===== config.mk =====
export PLATFORM = sky130hd
export DESIGN_NAME = fetch_stage_flat
export DESIGN_NICKNAME = d
export VERILOG_FILES = /design/src/rtl/mips_pkg.sv /design/src/rtl/fetch_stage_if.sv /design/src/rtl/if_id_reg.sv /design/src/rtl/fetch_stage.sv /design/src/flat_wrapper.sv
export SDC_FILE = /design/constraint.sdc
export NUM_CORES = 1
export LEC_CHECK = 0
export ABC_CLOCK_PERIOD_IN_PS = 4900
export BUFFER_PORTS_ARGS = -buffer_cell sky130_fd_sc_hd__buf_2
export CAP_MARGIN = 20
export CELL_PAD_IN_SITES_DETAIL_PLACEMENT = 0
export CELL_PAD_IN_SITES_GLOBAL_PLACEMENT = 1
export CORE_UTILIZATION = 37
export CTS_CLUSTER_SIZE = 20
export DETAILED_ROUTE_END_ITERATION = 10
export HOLD_SLACK_MARGIN = 0.03
export PLACE_DENSITY_LB_ADDON = 0.1
export REMOVE_ABC_BUFFERS = 1
export SLEW_MARGIN = 20
export SYNTH_ARGS = -nofsm -noshare
export SYNTH_HDL_FRONTEND = slang
export SYNTH_SLANG_ARGS = --single-unit

===== constraint.sdc =====
create_clock -name clk -period 4.9 [get_ports clk]
set_input_delay 0.49 -clock clk [delete_from_list [all_inputs] [get_ports clk]]
set_output_delay 0.49 -clock clk [all_outputs]
set_load 0.01 [all_outputs]

===== src/rtl/mips_pkg.sv =====
// Shared MIPS core types and constants: reset defaults, opcodes, IF/ID register layout.
package mips_pkg;

  localparam logic [31:0] RESET_PC_DEF = 32'h0000_0000;
  localparam logic [31:0] NOP_WORD_DEF = 32'h0000_0000;  // sll $0,$0,0

  localparam logic [5:0] OP_RTYPE = 6'b000000;
  localparam logic [5:0] OP_LW    = 6'b100011;
  localparam logic [5:0] OP_SW    = 6'b101011;
  localparam logic [5:0] OP_BEQ   = 6'b000100;
  localparam logic [5:0] OP_ADDI  = 6'b001000;
  localparam logic [5:0] OP_J     = 6'b000010;

  typedef struct packed {
    logic [31:0] instr;
    logic [31:0] pcplus4;
    logic        valid;
  } if_id_t;

endpackage


===== src/rtl/fetch_stage_if.sv =====
// Fetch-stage bundle: instruction memory port, hazard/redirect controls, IF/ID outputs.
interface fetch_stage_if;
  logic [31:0] imem_addr;
  logic [31:0] imem_rdata;
  logic        stall;
  logic        flush;
  logic        redirect;
  logic [31:0] redirect_pc;
  logic [31:0] pc_f;
  logic [31:0] instr_d;
  logic [31:0] pcplus4_d;
  logic        valid_d;
  logic        misalign_err;
  logic [31:0] fetch_count;

  modport master (
    output imem_addr, pc_f, instr_d, pcplus4_d, valid_d, misalign_err, fetch_count,
    input  imem_rdata, stall, flush, redirect, redirect_pc
  );

  modport slave (
    input  imem_addr, pc_f, instr_d, pcplus4_d, valid_d, misalign_err, fetch_count,
    output imem_rdata, stall, flush, redirect, redirect_pc
  );
endinterface


===== src/rtl/if_id_reg.sv =====
// IF/ID pipeline register: flush loads a bubble, stall holds, otherwise captures d_i.
module if_id_reg
  import mips_pkg::*;
#(
  parameter logic [31:0] NOP_WORD = NOP_WORD_DEF
) (
  input  logic   clk,
  input  logic   rst_n,
  input  logic   stall_i,
  input  logic   flush_i,
  input  if_id_t d_i,
  output if_id_t q_o
);

  if_id_t bubble;
  if_id_t ifid_q;
  if_id_t ifid_d;

  assign bubble = '{instr: NOP_WORD, pcplus4: 32'h0, valid: 1'b0};

  // Flush outranks stall so a squashed slot never survives a hold.
  always_comb begin
    ifid_d = d_i;
    if (flush_i)      ifid_d = bubble;
    else if (stall_i) ifid_d = ifid_q;
  end

  always_ff @(posedge clk or negedge rst_n) begin
    if (!rst_n) ifid_q <= bubble;
    else        ifid_q <= ifid_d;
  end

  assign q_o = ifid_q;

endmodule


===== src/rtl/fetch_stage.sv =====
// Instruction fetch: PC register with redirect/stall, IF/ID register, misalign flag and fetch counter.
module fetch_stage
  import mips_pkg::*;
#(
  parameter logic [31:0] RESET_PC = RESET_PC_DEF,
  parameter logic [31:0] NOP_WORD = NOP_WORD_DEF
) (
  input  logic          clk,
  input  logic          reset_n,
  fetch_stage_if.master bus
);

  logic [31:0] pc_q, pc_d;
  logic [31:0] cnt_q, cnt_d;
  logic        err_q, err_d;
  logic [31:0] pc_plus4;
  logic        squash;
  logic        load;
  if_id_t      ifid_in;
  if_id_t      ifid_out;

  assign pc_plus4 = pc_q + 32'd4;
  // A redirect means the word currently in fetch is wrong-path.
  assign squash   = bus.flush | bus.redirect;
  assign load     = !squash && !bus.stall;

  always_comb begin
    pc_d = pc_plus4;
    if (bus.redirect)   pc_d = {bus.redirect_pc[31:2], 2'b00};
    else if (bus.stall) pc_d = pc_q;
  end

  assign err_d = err_q | (bus.redirect & (|bus.redirect_pc[1:0]));
  assign cnt_d = cnt_q + 32'(load);

  always_ff @(posedge clk or negedge reset_n) begin
    if (!reset_n) begin
      pc_q  <= RESET_PC;
      cnt_q <= 32'h0;
      err_q <= 1'b0;
    end else begin
      pc_q  <= pc_d;
      cnt_q <= cnt_d;
      err_q <= err_d;
    end
  end

  assign ifid_in = '{instr: bus.imem_rdata, pcplus4: pc_plus4, valid: 1'b1};

  if_id_reg #(.NOP_WORD(NOP_WORD)) u_if_id (
    .clk     (clk),
    .rst_n   (reset_n),
    .stall_i (bus.stall),
    .flush_i (squash),
    .d_i     (ifid_in),
    .q_o     (ifid_out)
  );

  assign bus.imem_addr    = pc_q;
  assign bus.pc_f         = pc_q;
  assign bus.instr_d      = ifid_out.instr;
  assign bus.pcplus4_d    = ifid_out.pcplus4;
  assign bus.valid_d      = ifid_out.valid;
  assign bus.misalign_err = err_q;
  assign bus.fetch_count  = cnt_q;

endmodule

===== src/flat_wrapper.sv =====
// flat-port wrapper written by rule: the top's interface ports become plain ports
module fetch_stage_flat import mips_pkg::*;
#(
  parameter logic [31:0] RESET_PC = RESET_PC_DEF,
  parameter logic [31:0] NOP_WORD = NOP_WORD_DEF
)
  (clk, reset_n, bus_imem_addr, bus_pc_f, bus_instr_d, bus_pcplus4_d, bus_valid_d, bus_misalign_err, bus_fetch_count, bus_imem_rdata, bus_stall, bus_flush, bus_redirect, bus_redirect_pc);
  fetch_stage_if bus_i ();
  input  logic clk;
  input  logic reset_n;
  output wire logic [$bits(bus_i.imem_addr)-1:0] bus_imem_addr;
  output wire logic [$bits(bus_i.pc_f)-1:0] bus_pc_f;
  output wire logic [$bits(bus_i.instr_d)-1:0] bus_instr_d;
  output wire logic [$bits(bus_i.pcplus4_d)-1:0] bus_pcplus4_d;
  output wire logic [$bits(bus_i.valid_d)-1:0] bus_valid_d;
  output wire logic [$bits(bus_i.misalign_err)-1:0] bus_misalign_err;
  output wire logic [$bits(bus_i.fetch_count)-1:0] bus_fetch_count;
  input wire logic [$bits(bus_i.imem_rdata)-1:0] bus_imem_rdata;
  input wire logic [$bits(bus_i.stall)-1:0] bus_stall;
  input wire logic [$bits(bus_i.flush)-1:0] bus_flush;
  input wire logic [$bits(bus_i.redirect)-1:0] bus_redirect;
  input wire logic [$bits(bus_i.redirect_pc)-1:0] bus_redirect_pc;
  assign bus_imem_addr = bus_i.imem_addr;
  assign bus_pc_f = bus_i.pc_f;
  assign bus_instr_d = bus_i.instr_d;
  assign bus_pcplus4_d = bus_i.pcplus4_d;
  assign bus_valid_d = bus_i.valid_d;
  assign bus_misalign_err = bus_i.misalign_err;
  assign bus_fetch_count = bus_i.fetch_count;
  assign bus_i.imem_rdata = bus_imem_rdata;
  assign bus_i.stall = bus_stall;
  assign bus_i.flush = bus_flush;
  assign bus_i.redirect = bus_redirect;
  assign bus_i.redirect_pc = bus_redirect_pc;
  fetch_stage #(.RESET_PC(RESET_PC), .NOP_WORD(NOP_WORD)) u_core (.clk(clk), .reset_n(reset_n), .bus(bus_i));
endmodule

* Word level (Yosys, flattened, before mapping) *
Cells that the tools add are included.

storage, ports and cells
  bits in registers = 130
  input port bits = 69
  output and inout port bits = 162
  word-level logic and storage cells = 21

cells by class
  $add $sub $neg = 2
  eq/ne operators = 2
  muxes and demuxes = 4
  bitwise logic cells = 3
  reductions and logical operators = 4

operator list
  cell                                                    count
  2-to-1 mux 65 bit                                       2
  2-to-1 mux 32 bit                                       2
  adder 32 x 1 -> 32 bit                                  1
  adder 32 x 3 -> 32 bit (second input constant)          1
  inequality test 2 x 1 -> 1 bit (second input constant)  2
  logical NOT 1 bit                                       2
  OR 1 bit                                                2
  OR reduction 2 bit                                      1
  bitwise AND 1 bit                                       1
  logical AND 1 bit                                       1

* Depth between registers and ports, before layout *
  depth after elaboration = 4
  mapped depth = 12
  depth with buffers taken out = 9

* Cells and area by module *
A second synthesis with hierarchy kept.

unflattened totals
  cells, all modules = 644
  area total of the unflattened synthesis = 6621.4 sq um

modules (own cells, without submodules)
  module       times used  cells an instance  area each (sq um)  sequential area each (sq um)
  fetch_stage  1           435                3953.8             1576.5
  if_id_reg    1           209                2667.6             1626.6

* Least setup slack after synthesis *
No wires, ideal clock.

  path kind = input-to-reg
  from = input port bus_redirect
  to = register u_core.cnt_q[22] (netlist: u_core.bus.fetch_count[22])
  library setup time = 0.125 ns
  data arrival time = 2.557 ns
  data required time = 4.775 ns
  path slack = 2.218 ns
  cell stages on the path = 12
  path buffers = 3
  path through = buf_6 or2_2 clkbuf_1 clkbuf_1 nor2_1 ha_1 ha_1 and4_1 nand4_1 nor2_1 nand4_1 xnor2_1

between the ends
  word-level cells in the longest chain between the ends = 4

RTL lines
  item                        line                RTL
  start, declared             flat_wrapper.sv:21  input wire logic [$bits(bus_i.redirect)-1:0] bus_redirect;
  OR 1 bit                    fetch_stage.sv:24   assign squash = bus.flush | bus.redirect;
  logical NOT 1 bit           fetch_stage.sv:25   assign load = !squash && !bus.stall;
  logical AND 1 bit           fetch_stage.sv:25
  adder 32 x 1 -> 32 bit      fetch_stage.sv:34   assign cnt_d = cnt_q + 32'(load);
  named net u_core.cnt_d[22]  fetch_stage.sv:14   logic [31:0] cnt_q, cnt_d;
  end signal, assigned        fetch_stage.sv:43   cnt_q <= cnt_d;
  end, declared               fetch_stage.sv:14

The timed path passes the listed nets, and every way through them passes these cells.
A chain may end at the register's enable or synchronous reset.

* Final worst setup path *
  from = register u_core.pc_q[2] (netlist: u_core.bus.imem_addr[2])
  to = register u_core.pc_q[28] (netlist: u_core.bus.imem_addr[28])

between the ends
  word-level cells in the longest chain between the ends = 3

RTL lines
  item                    line               RTL
  start, declared         fetch_stage.sv:13  logic [31:0] pc_q, pc_d;
  start signal, assigned  fetch_stage.sv:42  pc_q <= pc_d;
  adder 32 x 3 -> 32 bit  fetch_stage.sv:22  assign pc_plus4 = pc_q + 32'd4;
  2-to-1 mux 32 bit       fetch_stage.sv:30  else if (bus.stall) pc_d = pc_q;
  2-to-1 mux 32 bit       fetch_stage.sv:29  if (bus.redirect) pc_d = {bus.redirect_pc[31:2], 2'b00};

Every way passes these cells. The select of a mux whose other input is x is not followed.

==> out/results.ini <==
[global_route]
grt_pass1_vias=5092
grt.overflow.total=0
grt_usage_pct=19.5
grt_pass1_wl_um=26900
antenna_found_initial=2
grt_max_degree=85

[finish]
layout_common_cells=224 x buf_2, 127 x dfrtp_1, 64 x xnor2_1
fillers=1687
drive_gt1_share_pct=33.1
diodes=0
nets=883
area_delta_synth_final_pct=25.6
final_common_cell=buf_2

[clock_network]
clk_latency_ps=410
clkTransAtPathRegs_ps=60
cts_hold_buffers=0
h-tree-depth=4
cts_tree=yes
root_buffer=clkbuf_16
cts_buffers=17
cts.sinks=127
post_cts_buffers=0
cts.repair.resized=0
cts.path.max_buffers=2

[placed_design]
dp.final_hpwl_um=11400
port_buffers=226
place_congestion=0.786

[synth]
yosysUniqueCellTypes=44
synth_top_area_share_pct=50.2
seq_area_frac_synth_pct=50.2
ys.flop_type=dfrtp_1
synth_area_leaders=dfrtp_1 50%, xnor2_1 8.9%, mux2i_1 5.2%
synth-seq-cells=127
mappedNetlistArea_um2=6330
yosys_warnings=0
synth_edf_count=0
avgSynthCellArea_um2=10.0
syn-instance-count=633
async_flop_share_pct=100
synth.largest_area_cell=dfrtp_1

[worst_hold_path]
hold_class=in2async

[power]
intPower_mw=2.08
power_density_nw_per_um2=359
clkPwrFrac_pct=45.9
p_comb_share_pct=12.1
p_seq_share_pct=42.0
p_leak_nw=3.90
p_switching_uw=770
ir_worst_vdd_mv=0.220
switching_share_pct=27.0
total_power_mw=2.85

[job]
drv_cap=0

[timing]
finalCritPeriodShare_pct=51.1
period_needed_ps=2500
worst_pin_slew_ps=817
rsz0062_at_grt=false
setup-violations-final=0
fin_skew_ps=7.55
fmax_ghz=0.400
tns_ps=0
slew_violations=0
relSlewSlack_pct=44.8
hold_viol_final=0

[worst_setup_path]
ff2ff_path_depth=6
cp-startpoint=u_core.bus.imem_addr[2]
r2r-end=u_core.bus.imem_addr[28]
end_kind=flip-flop
critPathRequiredTime_ps=5170
path_class=reg2reg
worstPathArrival_ps=2770
cp-start-kind=flip-flop
reg2reg_slack_ps=2400
critPathMaxFanout=14
r2r_start=u_core.bus.imem_addr[2]

[drt]
first_iter_violations=161
drt-total-wl_um=16600
vias=5071
first_pass_iters=5
viasPerCell=4.86
drc_errors=0
wl_per_cell_um=15.9
ant_nets=0

[floorplanning]
die_h_um=133
rows=47
die_area_um2=17600
io_pins=231
core_area_um2=16600
die_w_um=133
initial_core_util_pct=38.0

[outcome]
outcome=finished, final reports clean

[power groups by stage]
stage	clock network (mW)	logic (mW)	registers (mW)
floorplan	0	0.118	1.24
global placement	0	0.349	1.22
detailed placement	0	0.351	1.22
CTS	1.34	0.352	1.20
global route	1.38	0.383	1.21
finish	1.31	0.344	1.20
[through the flow]
| stage | area [um2] | cells | util [%] | setup slack, ps | hold slack (ps) |
|---|---|---|---|---|---|
| after CTS | 7950 | 1044 | 47.8 | 2370 | 164 |
| after global routing | 7950 | 1044 | 47.8 | 2220 | 188 |
| after global placement | 7330 | 1012 | 44.1 | 2330 | 444 |
| final | 7950 | 1044 | 47.8 | 2400 | 140 |
| after detailed placement | 7330 | 1012 | 44.1 | 2280 | 448 |
| after floorplan | 5880 | 561 | - | 2360 | 194 |
[synth_stat cells, types with 3 or more instances]
| cell | count |
|---|---|
| dfrtp_1 | 127 |
| xnor2_1 | 64 |
| nor2_1 | 61 |
| nand2_1 | 56 |
| o21ai_0 | 48 |
| buf_4 | 35 |
| mux2i_1 | 33 |
| clkbuf_1 | 28 |
| a21oi_1 | 27 |
| nand3_1 | 22 |
| xor2_1 | 21 |
| nor3_1 | 17 |
| nand4_1 | 16 |
| and4_1 | 11 |
| nor4_1 | 9 |
| and3_1 | 6 |
| buf_2 | 4 |
| buf_6 | 4 |
| nor2b_1 | 4 |
| o21ai_1 | 4 |
| or4_1 | 4 |
| ha_1 | 3 |
| inv_1 | 3 |
[layer usage]
layer	global-route usage, %	wire length [um]	vias to the layer above
li1	-	-	2466
met1	23.9	7240	2421
met2	32.1	7940	152
met3	6.67	1100	28
met4	6.19	278	4
met5	0	24	-
[worst max path at each step]
stage                                            end  slack (ps)  cells after the start
after detailed placement  u_core.bus.fetch_count[22]        2280                     10
after CTS                   u_core.bus.imem_addr[24]        2370                      6
after global placement    u_core.bus.fetch_count[22]        2330                     10
final                       u_core.bus.imem_addr[28]        2400                      6
after floorplan           u_core.bus.fetch_count[22]        2360                      9
after global routing        u_core.bus.imem_addr[22]        2220                      6
[flip-flops by register name (all words and copies together) (netlist names)]
register	count
u_core.bus.imem_addr	30
u_core.bus.misalign_err	1
u_core.bus.fetch_count	32
u_core.u_if_id.q_o	64
[final cells by class]
| cell class | count | area [um2] | area share [%] |
|---|---|---|---|
| Sequential cell | 127 | 3180 | 40.0 |
| Timing Repair Buffer | 231 | 1180 | 14.8 |
| Clock buffer | 19 | 453 | 5.70 |
| Tap cell | 220 | 275 | 3.46 |
| Inverter | 4 | 15.0 | 0.189 |
| Clock inverter | 13 | 164 | 2.06 |
| Multi-Input combinational cell | 430 | 2690 | 33.8 |
[worst max-delay path, stage by stage (launching register included)]
cell	delay, ps
dfrtp_1	470
ha_1	260
nand3_2	170
or4_1	840
nor4_1	380
xnor2_1	150
o21ai_0	80
[cells by family (layout without fill, tap and decap cells)]
kind of cell | after synthesis | after routing | share of synthesized area (%)
AO/OA/AOI/OAI | 84 | 84 | 6.80
XOR/XNOR | 85 | 85 | 11.8
adder cells (fa/ha/maj) | 3 | 3 | 0.593
buffers and inverters | 79 | 267 | 7.47
flip-flops | 127 | 127 | 50.2
multiplexers | 34 | 34 | 5.40
other | 1 | 4 | 0.0593
AND/OR/NAND/NOR | 220 | 220 | 17.7
Note: power is estimated with default switching activity, not from simulation.
